### config.mk
export PLATFORM = sky130hd
export DESIGN_NAME = sdram_access_scheduler
export DESIGN_NICKNAME = d
export VERILOG_FILES = /design/src/rtl/sdram_sched_pkg.sv /design/src/rtl/sdram_sched_rsp_collector.sv /design/src/rtl/sdram_access_scheduler.sv
export SDC_FILE = /design/constraint.sdc
export NUM_CORES = 1
export LEC_CHECK = 0
export CORE_AREA = 2 2 502 504
export CTS_CLUSTER_DIAMETER = 200
export DETAILED_ROUTE_END_ITERATION = 16
export DIE_AREA = 0 0 504 506
export MAX_ROUTING_LAYER = met4
export PLACE_DENSITY_LB_ADDON = 0.12
export SLEW_MARGIN = 20
export SYNTH_ARGS = -nofsm -noshare
export SYNTH_HDL_FRONTEND = slang
export SYNTH_SLANG_ARGS = --single-unit
### constraint.sdc
create_clock -name clk_i -period 2.92 [get_ports clk_i]
set_clock_uncertainty 0.1 [all_clocks]
set_input_delay 0.292 -clock clk_i [delete_from_list [all_inputs] [get_ports clk_i]]
set_output_delay 0.292 -clock clk_i [all_outputs]
set_load 0.01 [all_outputs]
### src/rtl/sdram_sched_pkg.sv
// Shared types for the SDRAM access scheduler: command opcodes and FSM states.
// SDRAM_SCHED_REFRESH_EN adds the REFRESH state.
package sdram_sched_pkg;

    typedef enum logic [1:0] {
        OP_NOP     = 2'd0,
        OP_WRITE   = 2'd1,
        OP_READ    = 2'd2,
        OP_REFRESH = 2'd3
    } cmd_op_t;

    typedef enum logic [2:0] {
        S_IDLE,
        S_WRITE,
        S_READ,
        S_DRAIN
`ifdef SDRAM_SCHED_REFRESH_EN
        , S_REFRESH
`endif
    } state_t;

endpackage

### src/rtl/sdram_sched_rsp_collector.sv
// In-order read response collector: response pointer, per-channel result
// registers and the all-responses-received flag for the current frame.
module sdram_sched_rsp_collector
    import sdram_sched_pkg::*;
#(
    parameter int NUM = 16,
    parameter int DW  = 16
) (
    input  logic                     clk_i,
    input  logic                     rst_n_i,
    input  logic                     clear_i,
    input  logic                     enable_i,
    input  logic                     rsp_valid_i,
    input  logic [DW-1:0]            rsp_data_i,
    output logic [NUM-1:0][DW-1:0]   readdata_o,
    output logic                     all_done_o
);

    localparam int CW = $clog2(NUM);
    localparam logic [CW:0] RP_FULL = (CW+1)'(NUM);
    localparam logic [CW:0] RP_LAST = (CW+1)'(NUM - 1);
    localparam logic [CW:0] RP_ONE  = (CW+1)'(1);

    logic [CW:0]               rp_q, rp_d;
    logic [NUM-1:0][DW-1:0]    data_q;
    logic                      take;

    // Responses outside a frame, or beyond NUM, never touch the results.
    always_comb begin
        take       = enable_i && rsp_valid_i && (rp_q != RP_FULL);
        rp_d       = rp_q;
        if (clear_i) begin
            rp_d = '0;
        end else if (take) begin
            rp_d = rp_q + RP_ONE;
        end
        all_done_o = (rp_q == RP_FULL) || (take && (rp_q == RP_LAST));
    end

    always_ff @(posedge clk_i or negedge rst_n_i) begin
        if (!rst_n_i) begin
            rp_q   <= '0;
            data_q <= '0;
        end else begin
            rp_q <= rp_d;
            if (take) begin
                data_q[rp_q[CW-1:0]] <= rsp_data_i;
            end
        end
    end

    assign readdata_o = data_q;

endmodule

### src/rtl/sdram_access_scheduler.sv
// Per-frame SDRAM access sequencer: per channel an optional WRITE then a READ,
// issued over valid/ready, with in-order responses collected per channel.
// Optional feature macro: SDRAM_SCHED_REFRESH_EN (one REFRESH command per frame).
module sdram_access_scheduler
    import sdram_sched_pkg::*;
#(
    parameter int NUM = 16,
    parameter int AW  = 22,
    parameter int DW  = 16
) (
    input  logic                     clk_i,
    input  logic                     rst_n_i,
    input  logic                     start_i,
    input  logic [NUM-1:0][DW-1:0]   writedata_i,
    input  logic [NUM-1:0][AW-1:0]   write_address_i,
    input  logic [NUM-1:0]           write_enable_i,
    input  logic [NUM-1:0][AW-1:0]   read_address_i,
    output logic [NUM-1:0][DW-1:0]   readdata_o,
    output logic                     ready_o,
    output logic                     busy_o,
    output logic                     overrun_o,
    output logic                     cmd_valid_o,
    input  logic                     cmd_ready_i,
    output logic [1:0]               cmd_op_o,
    output logic [AW-1:0]            cmd_addr_o,
    output logic [DW-1:0]            cmd_wdata_o,
    input  logic                     rsp_valid_i,
    input  logic [DW-1:0]            rsp_data_i
);

    localparam int CW = $clog2(NUM);

    state_t          state_q, state_d;
    logic [CW-1:0]   ch_q, ch_d, ch_inc;
    logic            ready_q, ready_d;
    logic            busy_q, busy_d;
    logic            ovr_q, ovr_d;
    logic            valid_q, valid_d;
    cmd_op_t         op_q, op_d;
    logic [AW-1:0]   addr_q, addr_d;
    logic [DW-1:0]   wdata_q, wdata_d;
    logic            frame_start, accept, all_done;

    assign frame_start = (state_q == S_IDLE) && start_i;
    assign accept      = valid_q && cmd_ready_i;
    assign ch_inc      = ch_q + CW'(1);

    always_comb begin
        state_d = state_q;
        ch_d    = ch_q;
        ready_d = ready_q;
        busy_d  = busy_q;
        ovr_d   = start_i && (state_q != S_IDLE);
        valid_d = valid_q;
        op_d    = op_q;
        addr_d  = addr_q;
        wdata_d = wdata_q;

        case (state_q)
            S_IDLE: begin
                if (start_i) begin
                    ch_d    = '0;
                    ready_d = 1'b0;
                    busy_d  = 1'b1;
                    state_d = write_enable_i[0] ? S_WRITE : S_READ;
                end
            end
            S_WRITE: begin
                if (accept) begin
                    state_d = S_READ;
                end
            end
            S_READ: begin
                if (accept) begin
                    if (ch_q == CW'(NUM - 1)) begin
`ifdef SDRAM_SCHED_REFRESH_EN
                        state_d = S_REFRESH;
`else
                        state_d = S_DRAIN;
`endif
                    end else begin
                        ch_d    = ch_inc;
                        state_d = write_enable_i[ch_inc] ? S_WRITE : S_READ;
                    end
                end
            end
`ifdef SDRAM_SCHED_REFRESH_EN
            S_REFRESH: begin
                if (accept) begin
                    state_d = S_DRAIN;
                end
            end
`endif
            S_DRAIN: begin
                if (all_done) begin
                    state_d = S_IDLE;
                    ready_d = 1'b1;
                    busy_d  = 1'b0;
                end
            end
            default: state_d = S_IDLE;
        endcase

        // Command registers reload only when a new command begins, so a
        // stalled command stays bit-for-bit stable until accepted.
        if (frame_start || accept) begin
            valid_d = 1'b0;
            op_d    = OP_NOP;
            addr_d  = '0;
            wdata_d = '0;
            case (state_d)
                S_WRITE: begin
                    valid_d = 1'b1;
                    op_d    = OP_WRITE;
                    addr_d  = write_address_i[ch_d];
                    wdata_d = writedata_i[ch_d];
                end
                S_READ: begin
                    valid_d = 1'b1;
                    op_d    = OP_READ;
                    addr_d  = read_address_i[ch_d];
                end
`ifdef SDRAM_SCHED_REFRESH_EN
                S_REFRESH: begin
                    valid_d = 1'b1;
                    op_d    = OP_REFRESH;
                end
`endif
                default: ;
            endcase
        end
    end

    always_ff @(posedge clk_i or negedge rst_n_i) begin
        if (!rst_n_i) begin
            state_q <= S_IDLE;
            ch_q    <= '0;
            ready_q <= 1'b0;
            busy_q  <= 1'b0;
            ovr_q   <= 1'b0;
            valid_q <= 1'b0;
            op_q    <= OP_NOP;
            addr_q  <= '0;
            wdata_q <= '0;
        end else begin
            state_q <= state_d;
            ch_q    <= ch_d;
            ready_q <= ready_d;
            busy_q  <= busy_d;
            ovr_q   <= ovr_d;
            valid_q <= valid_d;
            op_q    <= op_d;
            addr_q  <= addr_d;
            wdata_q <= wdata_d;
        end
    end

    sdram_sched_rsp_collector #(
        .NUM (NUM),
        .DW  (DW)
    ) u_rsp (
        .clk_i       (clk_i),
        .rst_n_i     (rst_n_i),
        .clear_i     (frame_start),
        .enable_i    (busy_q),
        .rsp_valid_i (rsp_valid_i),
        .rsp_data_i  (rsp_data_i),
        .readdata_o  (readdata_o),
        .all_done_o  (all_done)
    );

    assign ready_o     = ready_q;
    assign busy_o      = busy_q;
    assign overrun_o   = ovr_q;
    assign cmd_valid_o = valid_q;
    assign cmd_op_o    = op_q;
    assign cmd_addr_o  = addr_q;
    assign cmd_wdata_o = wdata_q;

endmodule

==> flow_metrics.tcl <==
set metrics [dict create \
    totalWireLength_mm 220.0 \
    vias 27248 \
    die_w_um 504 \
    crit_arrival_ns 3.74 \
    synthTopCellsByArea "dfrtp_1 38%, mux2_2 14%, nand2_1 9.6%, a21oi_1 8.4%, a221oi_1 7.5%" \
    routabilityCongestion 0.9377 \
    crit_chain "or3b_4, o31a_1, a31o_4, buf_12, bufbuf_16, a21oi_1, a221oi_1, nor3_1, nor3b_1, a221o_1" \
    p_switching_w 0.007821 \
    placedCellCount 7179 \
    fmax_mhz 302.3 \
    cp_top_family "compound AO/OA/AOI/OAI gates" \
    ys_ff_latch 312 \
    cts_tree "built" \
    yosysMostFrequentCell "nand2_1" \
    worstPathRequired_ns 3.35 \
    max_slew_margin 0.4485 \
    startpoint_type "flop" \
    ant_nets 0 \
    cts_root_buf "clkbuf_16" \
    end_kind "flop" \
    h-tree-depth 2 \
    syn_area_per_cell_um2 8.628 \
    ir_drop_v 0.0004944 \
    rsz0062_at_grt "true" \
    layoutNonFillerInstCount 7422 \
    grt_pass1_vias 28634 \
    p_total_w 0.02272 \
    io_pins 1297 \
    power_frac_clock 0.247 \
    syn_to_final_growth_pct 125.0 \
    synth_cell_types 55 \
    synth_top_area_cell "dfrtp_1" \
    yosys_warnings 0 \
    setup_viol 40 \
    drc 0 \
    port_buffers 1296 \
    placed_area_um2 40490 \
    path_class "reg -> reg" \
    hold_viol_final 0 \
    clk_path_buf_depth 3 \
    maxSlewViolCount 0 \
    final_layout_size_suffix_gt1_frac 0.2927 \
    crit_slowest_cell "or3b_4" \
    synth.top_cells.by_count "522 x nand2_1, 345 x a21oi_1, 312 x dfrtp_1" \
    synthArstFlopShare 1.000 \
    min_path_type "in -> async" \
    multiInputGateArea_um2 13670 \
    power.internal_w 0.01490 \
    start_util 0.08176 \
    grt.total_usage 0.1690 \
    synth_nets 3372 \
    cellLeakagePower_nw 17.13 \
    grt_overflow 0 \
    finalNetCount 4958 \
    die_h_um 506 \
    pwr_density_cell_nw_per_um2 493.9 \
    crit_buf_inv 2 \
    regArea_um2 7807 \
    violations "setup timing" \
    p_comb_frac 0.463 \
    sw_frac_of_total 0.3443 \
    clock_sinks 312 \
    tightestPinTransition_ns 0.8272 \
    path_max_fanout 14 \
    core_area_um2 250000 \
    rows 184 \
    synthFlopType "dfrtp_1" \
    period_share 1.133 \
    max_stage_delay_ns 0.46 \
    yosysTopAreaCellShare 0.3820 \
    final_area_um2 45990 \
    grt_pass1_wl_mm 282.2 \
    syn_inst 2369 \
    postLayoutSetupSlackWorst_ns -0.3878 \
    drv_cap 0 \
    synth-edff-count 0 \
    cts.clk_slew.worst_paths_ns 0.06 \
    status "complete, but fails checks" \
    dp_hpwl_mm 182.3 \
    fin_crit_ns 3.308 \
    antenna_found_initial 159 \
    cts-buffers-inserted 44 \
    design.die.area_um2 255000 \
    fillCellCount 28129 \
    grt_max_degree 77 \
    cp.depth 10 \
    synthesis.area_um2 20440 \
    clock_latency_ns 0.65 \
    worst_r2r_path_depth 10 \
    viasPerCell 3.671 \
    whs_ns 0.08529 \
    drt-initial-drc-count 1515 \
    seq_area_frac_synth 0.3820 \
    wire_per_inst_um 29.64 \
    dr.pass1.iters 5 \
    seqPwrFrac 0.290 \
]
[power by group through the flow]
stage	Clock, W	Combinational [W]	Sequential (W)
after floorplan	0	0.00252	0.00717
after global placement	0	0.0101	0.00663
after detailed placement	0	0.0101	0.00667
after CTS	0.00593	0.0105	0.00661
after global routing	0.00607	0.0111	0.00679
final	0.00561	0.0105	0.00658
[cell families after synthesis]
logic type               count (synthesis)  synth area share
other                                    1         0.0001835
XOR/XNOR                                 6          0.002571
multiplexers                           270            0.1510
adder cells (fa/ha/maj)                  6          0.003673
AND/OR/NAND/NOR                        786            0.1669
flip-flops                             312            0.3820
AO/OA/AOI/OAI                          723            0.2367
buffers and inverters                  265           0.05699
[area by class of cell]
type,count,share of cell area
multi-input cells,1793,0.2972
inverters,9,0.001795
diodes,90,0.004897
flip-flops and latches,312,0.1698
clock buffers,60,0.02723
repair buffers,1795,0.4038
well taps,3348,0.09108
clock inverters,15,0.004271
[flip-flops by register name, summed over array words and instances, names as in the netlist]
name / flops
ready_o: 1
overrun_o: 1
cmd_wdata_o: 16
ch_q: 4
u_rsp.rp_q: 5
busy_o: 1
cmd_addr_o: 22
state_q: 3
cmd_op_o: 2
cmd_valid_o: 1
u_rsp.readdata_o: 256
[final timing paths]
kind | start | endpoint | slack (ns)
max in group asynchronous | rst_n_i | u_rsp.readdata_o[135] | 1.79
worst min-delay path | rst_n_i | u_rsp.readdata_o[111] | 0.09
worst min register to register | cmd_op_o[1] | cmd_op_o[1] | 0.39
worst max register to register | state_q[2] | cmd_addr_o[3] | -0.39
worst max-delay path | state_q[2] | cmd_addr_o[3] | -0.39
min in group clk_i | rsp_data_i[2] | u_rsp.readdata_o[2] | 0.27
[stage by stage]
step / setup TNS, ns / setup WS [ns] / utilization
2_1_floorplan: 0 / 0.1075 / -
3_3_place_gp: -47.33 / -1.620 / 0.1619
3_5_place_dp: -47.65 / -1.579 / 0.1619
4_1_cts: -13.00 / -0.4096 / 0.1795
5_1_grt: -15.63 / -0.4971 / 0.1839
6_report: -11.41 / -0.3878 / 0.1840
[cells in the final DEF, fill, tap and decap left out, drive strengths merged, types with 3 or more instances in the layout]
| cell | n |
|---|---|
| mux2i | 8 |
| buf | 494 |
| a21oi | 345 |
| a221oi | 174 |
| o21ai | 35 |
| clkbuf | 63 |
| a221o | 21 |
| nand4 | 9 |
| clkdlybuf4s50 | 1295 |
| nand2 | 522 |
| nor2 | 33 |
| nor3 | 88 |
| a211oi | 49 |
| a31oi | 17 |
| xnor2 | 3 |
| a21o | 3 |
| mux2 | 257 |
| clkinv | 13 |
| mux4 | 5 |
| ha | 6 |
| inv | 7 |
| nor3b | 25 |
| a311oi | 48 |
| nor2b | 3 |
| a22o | 16 |
| diode | 90 |
| bufinv | 3 |
| and3 | 52 |
| nand3 | 46 |
| xor2 | 3 |
| dfrtp | 312 |
[metal layers]
metal	vias to the layer above	global-route usage	wire length [um]
li1	12130	-	-
met1	13645	0.1780	82530
met2	1187	0.3037	113900
met3	286	0.05133	16640
met4	0	0.04588	6967
met5	-	-	0
[what timing repair did]
action,in CTS,in global routing
gates cloned,21,4
buffers inserted,50,20
endpoints found under the hold margin,301,0
hold buffers,1,0
endpoints found under the setup margin,133,53
gates resized for setup,424,137
pin swaps,121,68
Power figures use the tool's default switching activity.
==> RTL change 1 (same flow settings) <==
`DW` is set to 16 in 2 places; all go to 18.
--- a/src/rtl/sdram_sched_rsp_collector.sv
+++ b/src/rtl/sdram_sched_rsp_collector.sv
@@ -5,5 +5,5 @@
 #(
     parameter int NUM = 16,
-    parameter int DW  = 16
+    parameter int DW  = 18
 ) (
     input  logic                     clk_i,
--- a/src/rtl/sdram_access_scheduler.sv
+++ b/src/rtl/sdram_access_scheduler.sv
@@ -7,5 +7,5 @@
     parameter int NUM = 16,
     parameter int AW  = 22,
-    parameter int DW  = 16
+    parameter int DW  = 18
 ) (
     input  logic                     clk_i,
Interface: changed (resized cmd_wdata_o, readdata_o, rsp_data_i and writedata_i); port bits go from 1297 to 1365. The function was not compared with the original's and may differ.
==> RTL change 1 against the unedited design <==
The run still ends with setup timing left. First-iteration DRC count up 3.4%. Design area up 3.7%. Sequential cell count up 34. Routed wire length up 8.3%. Global-route usage up 1.7 points. Maximum frequency up 1.2%. Synthesized cell count up 11%. Total power up 21%. Worst setup slack better by 0.040 ns. Area after synthesis up 9.6%. Critical endpoint is now cmd_addr_o[0]. Highest routed layer unchanged.
==> RTL change 1: results (changes against the unedited design) <==
outcome:
  status: "finished, violations left"
  violations: "setup timing"
logic_synthesis:
  muxShareOfSynthArea_pct: 20.4  # +5.3 points
  synthAdderAreaFrac_pct: 0.335  # -0.032 points
  ys_seq_area_share_pct: 38.7  # +0.46 points
  ys_top_cells_by_area: "dfrtp_1 (39%), mux2_2 (14%), nand2_1 (12%)"
  synth-seq-cells: 346  # +11%
  synth_compound_area_share_pct: 13.0  # -11 points
  synth_common_cells: "nand2_1 (717), dfrtp_1 (346), nand3_1 (290)"
global_route:
  grtUsageMet3_pct: 4.43  # -0.70 points
  antenna_found_initial: 173  # +8.8%
  grt_max_degree: 64  # -17%
  grt_pass1_wl_mm: 307  # +8.8%
  gr-usage-met1_pct: 21.6  # +3.8 points
  grt_use_met2_pct: 32.5  # +2.2 points
  grt_pass1_vias: 30200  # +5.4%
power:
  p_clk_share_pct: 23.5  # -1.2 points
  combPwrFrac_pct: 49.5  # +3.2 points
  peakVddDrop_v: 0.000451  # -8.8%
  power.internal_mw: 17.6  # +18%
  p_leak_nw: 18.9  # +10%
  comb_power_mw: 13.7  # +30%
clock_tree:
  clk_latency_ns: 0.67  # +0.02 ns
  cts_buffers: 50  # +14%
  cts-resized-gates: 189  # -55%
  cts_setup_buffers: 46  # -8.0%
place:
  place_area_um2: 43500  # +7.5%
  dp_hpwl_mm: 203  # +12%
  dp_slack_ns: -1.56  # +0.0234 ns
  gp_congestion: 0.910  # -2.9%
  dp_cells: 7517  # +4.7%
  port_buffers: 1364  # +5.2%
cells_and_area:
  largest_register_ffs: 288  # +13%
  layout.nets: 5319  # +7.3%
critical_path:
  cp_top_family: "simple AND/OR/NAND/NOR gates"
  cpPeakStageDelay_ns: 0.49  # +0.03 ns
  crit_path_top_delay_cell: "or4_4"
timing:
  setup_viol: 41  # +2.5%
  layout_setup_ws_ns: -0.348  # +0.0402 ns
  tns_ns: -11.20  # +0.212 ns
  worstMarginPinSlew_ns: 0.962  # +0.135 ns
route:
  wl_met3_mm: 15.2  # -8.6%
  via_count: 28500  # +4.7%
  dr.first_iter.drc_count: 1567  # +3.4%
  wl_met2_mm: 119  # +4.8%
[RTL change 1: worst paths after layout]
| kind | start | to | slack, ns | cells past startpoint |
|---|---|---|---|---|
| max | state_q[0] | cmd_addr_o[0] | -0.35 | 12 |
| min reg2reg | cmd_op_o[1] | cmd_op_o[1] | 0.38 | 2 |
| min in group clk_i | start_i | overrun_o | 0.15 | 2 |
| max reg2reg | state_q[0] | cmd_addr_o[0] | -0.35 | 12 |
| max in group asynchronous | rst_n_i | cmd_wdata_o[0] | 1.69 | 4 |
| min | rst_n_i | u_rsp.readdata_o[16] | 0.05 | 2 |
[RTL change 1: cell type report]
type	count	area (µm²)	area share, %
diodes	85	213	0.446
clock buffers	79	1500	3.15
clock inverters	13	230	0.483
inverters	30	148	0.310
multi-input cells	2013	14000	29.4
flip-flops and latches	346	8660	18.2
well taps	3348	4190	8.79
repair buffers	1841	18700	39.3
==> RTL change 2 (config.mk and constraints unchanged) <==
Made on the original files. `ch_q`, `addr_q` and `wdata_q` no longer have a reset.
--- a/src/rtl/sdram_access_scheduler.sv
+++ b/src/rtl/sdram_access_scheduler.sv
@@ -135,5 +135,4 @@
         if (!rst_n_i) begin
             state_q <= S_IDLE;
-            ch_q    <= '0;
             ready_q <= 1'b0;
             busy_q  <= 1'b0;
@@ -141,9 +140,6 @@
             valid_q <= 1'b0;
             op_q    <= OP_NOP;
-            addr_q  <= '0;
-            wdata_q <= '0;
         end else begin
             state_q <= state_d;
-            ch_q    <= ch_d;
             ready_q <= ready_d;
             busy_q  <= busy_d;
@@ -151,7 +147,11 @@
             valid_q <= valid_d;
             op_q    <= op_d;
-            addr_q  <= addr_d;
-            wdata_q <= wdata_d;
         end
+    end
+
+    always_ff @(posedge clk_i) begin
+        ch_q    <= ch_d;
+        addr_q  <= addr_d;
+        wdata_q <= wdata_d;
     end
 
Function: changed (Yosys sat finds a counterexample within 4 cycles, from zero or initial values and one cycle with rst_n_i low).
==> RTL change 2 against the unedited design <==
The flow still finishes with violations (setup timing). Worst setup slack got worse by 0.11 ns. Area after synthesis rose by 10%. Synthesized cell count is 11% higher. Sequential cell count is the same. Total power is 19% higher. Die area stayed put. Routed wire length grew 4.4%. Design area up 4.8%. Clock power grew 7.3%. Worst hold slack improved by 0.012 ns. Critical path type unchanged. Highest routed layer unchanged.
==> RTL change 2: results (changes against the unedited design) <==
outcome:
  status: "finished, violations left"
  violations: "setup timing"
critical_path:
  critPathArrivalTime_ns: 3.83  # +0.09 ns
  cp_max_fo: 15  # +1
  crit_path_top_delay_cell: "or4_4"
  cp_top_family: "buffers and inverters"
  cpPeakStageDelay_ns: 0.48  # +0.02 ns
place:
  gp_congestion: 0.891  # -5.0%
  dp_cells: 7447  # +3.7%
  place_area_um2: 43200  # +6.7%
  dp_hpwl_mm: 189  # +3.5%
  dp_slack_ns: -1.87  # -0.294 ns
power:
  p_leak_nw: 18.4  # +7.3%
  power.internal_mw: 16.7  # +12%
  total_power_mw: 27.1  # +19%
  p_clk_share_pct: 22.2  # -2.5 points
  peakVddDrop_v: 0.000468  # -5.3%
  power_frac_seq_pct: 24.7  # -4.3 points
cells_and_area:
  area_delta_synth_final_pct: 113
  clock_area_share_pct: 3.33  # +0.18 points
  drive_above_1_share_pct: 29.2  # -0.053 points
  bufAreaShareNonClock_pct: 38.9  # -1.5 points
  multi_input_area_um2: 14700  # +7.8%
  num-nonclk-buffers: 1826  # +1.7%
  multiInputCombCellCount: 1823  # +1.7%
  diodes: 70  # -22%
  regArea_um2: 7980  # +2.2%
  n_clock_buffer: 68  # +13%
  fillers: 27900  # -0.67%
  layout.nets: 5213  # +5.1%
  n_all_inverters: 199  # +190
logic_synthesis:
  synth_cells: 2638  # +11%
  synth_common_cells: "nand2_1 (357), a211oi_1 (319), mux2_2 (279)"
  synth_cell_types: 60  # +9.1%
  synth_compound_area_share_pct: 27.4  # +3.7 points
  ys_top_cells_by_area: "dfrtp_1 (30%), mux2_2 (14%), a211oi_1 (11%)"
  synth_nets: 3641  # +8.0%
  synth_xor_area_share_pct: 0.194  # -0.063 points
  synth_edf_count: 38  # +38
  postSynth.asyncResetShare_pct: 86.5  # -13 points
  muxShareOfSynthArea_pct: 14.5  # -0.65 points
global_route:
  grt_pass1_wl_mm: 299  # +5.9%
  grt_max_degree: 87  # +13%
  antenna_found_initial: 99  # -38%
  grt_pass1_vias: 31100  # +8.5%
  grt_usage_pct: 17.6  # +0.75 points
route:
  via_count: 29600  # +8.8%
  drtPass1Iterations: 5  # unchanged
  dr.first_iter.drc_count: 1963  # +30%
  post_drt_wl_per_cell_um: 30.0  # +1.0%
  vias_per_cell: 3.87  # +5.3%
timing:
  max_slew_margin_pct: 32.1  # -13 points
  setup_viol: 41  # +2.5%
  layout_setup_ws_ns: -0.502  # -0.114 ns
  tns_ns: -16.02  # -4.60 ns
clock_tree:
  cts_buffers: 48  # +9.1%
  cts_setup_buffers: 41  # -18%
RTL change 2: metal layers:
layer / vias up / part of all wire, % / track usage (%)
met5: - / 0 / -
met4: 0 / 2.4 / 3.47
met3: 245 / 6.4 / 4.34
met2: 1207 / 52 / 32.2
met1: 15000 / 39 / 19.3
li1: 13200 / - / -
RTL change 2: final timing paths:
kind | cells after the start | start | slack (ns) | endpoint
min reg2reg | 2 | cmd_op_o[1] | 0.38 | cmd_op_o[1]
max in group asynchronous | 3 | rst_n_i | 1.65 | u_rsp.readdata_o[55]
max reg2reg | 15 | ch_q[0] | -0.50 | cmd_addr_o[14]
min in group clk_i | 2 | start_i | 0.37 | overrun_o
max | 15 | ch_q[0] | -0.50 | cmd_addr_o[14]
min | 2 | rst_n_i | 0.1 | u_rsp.readdata_o[222]
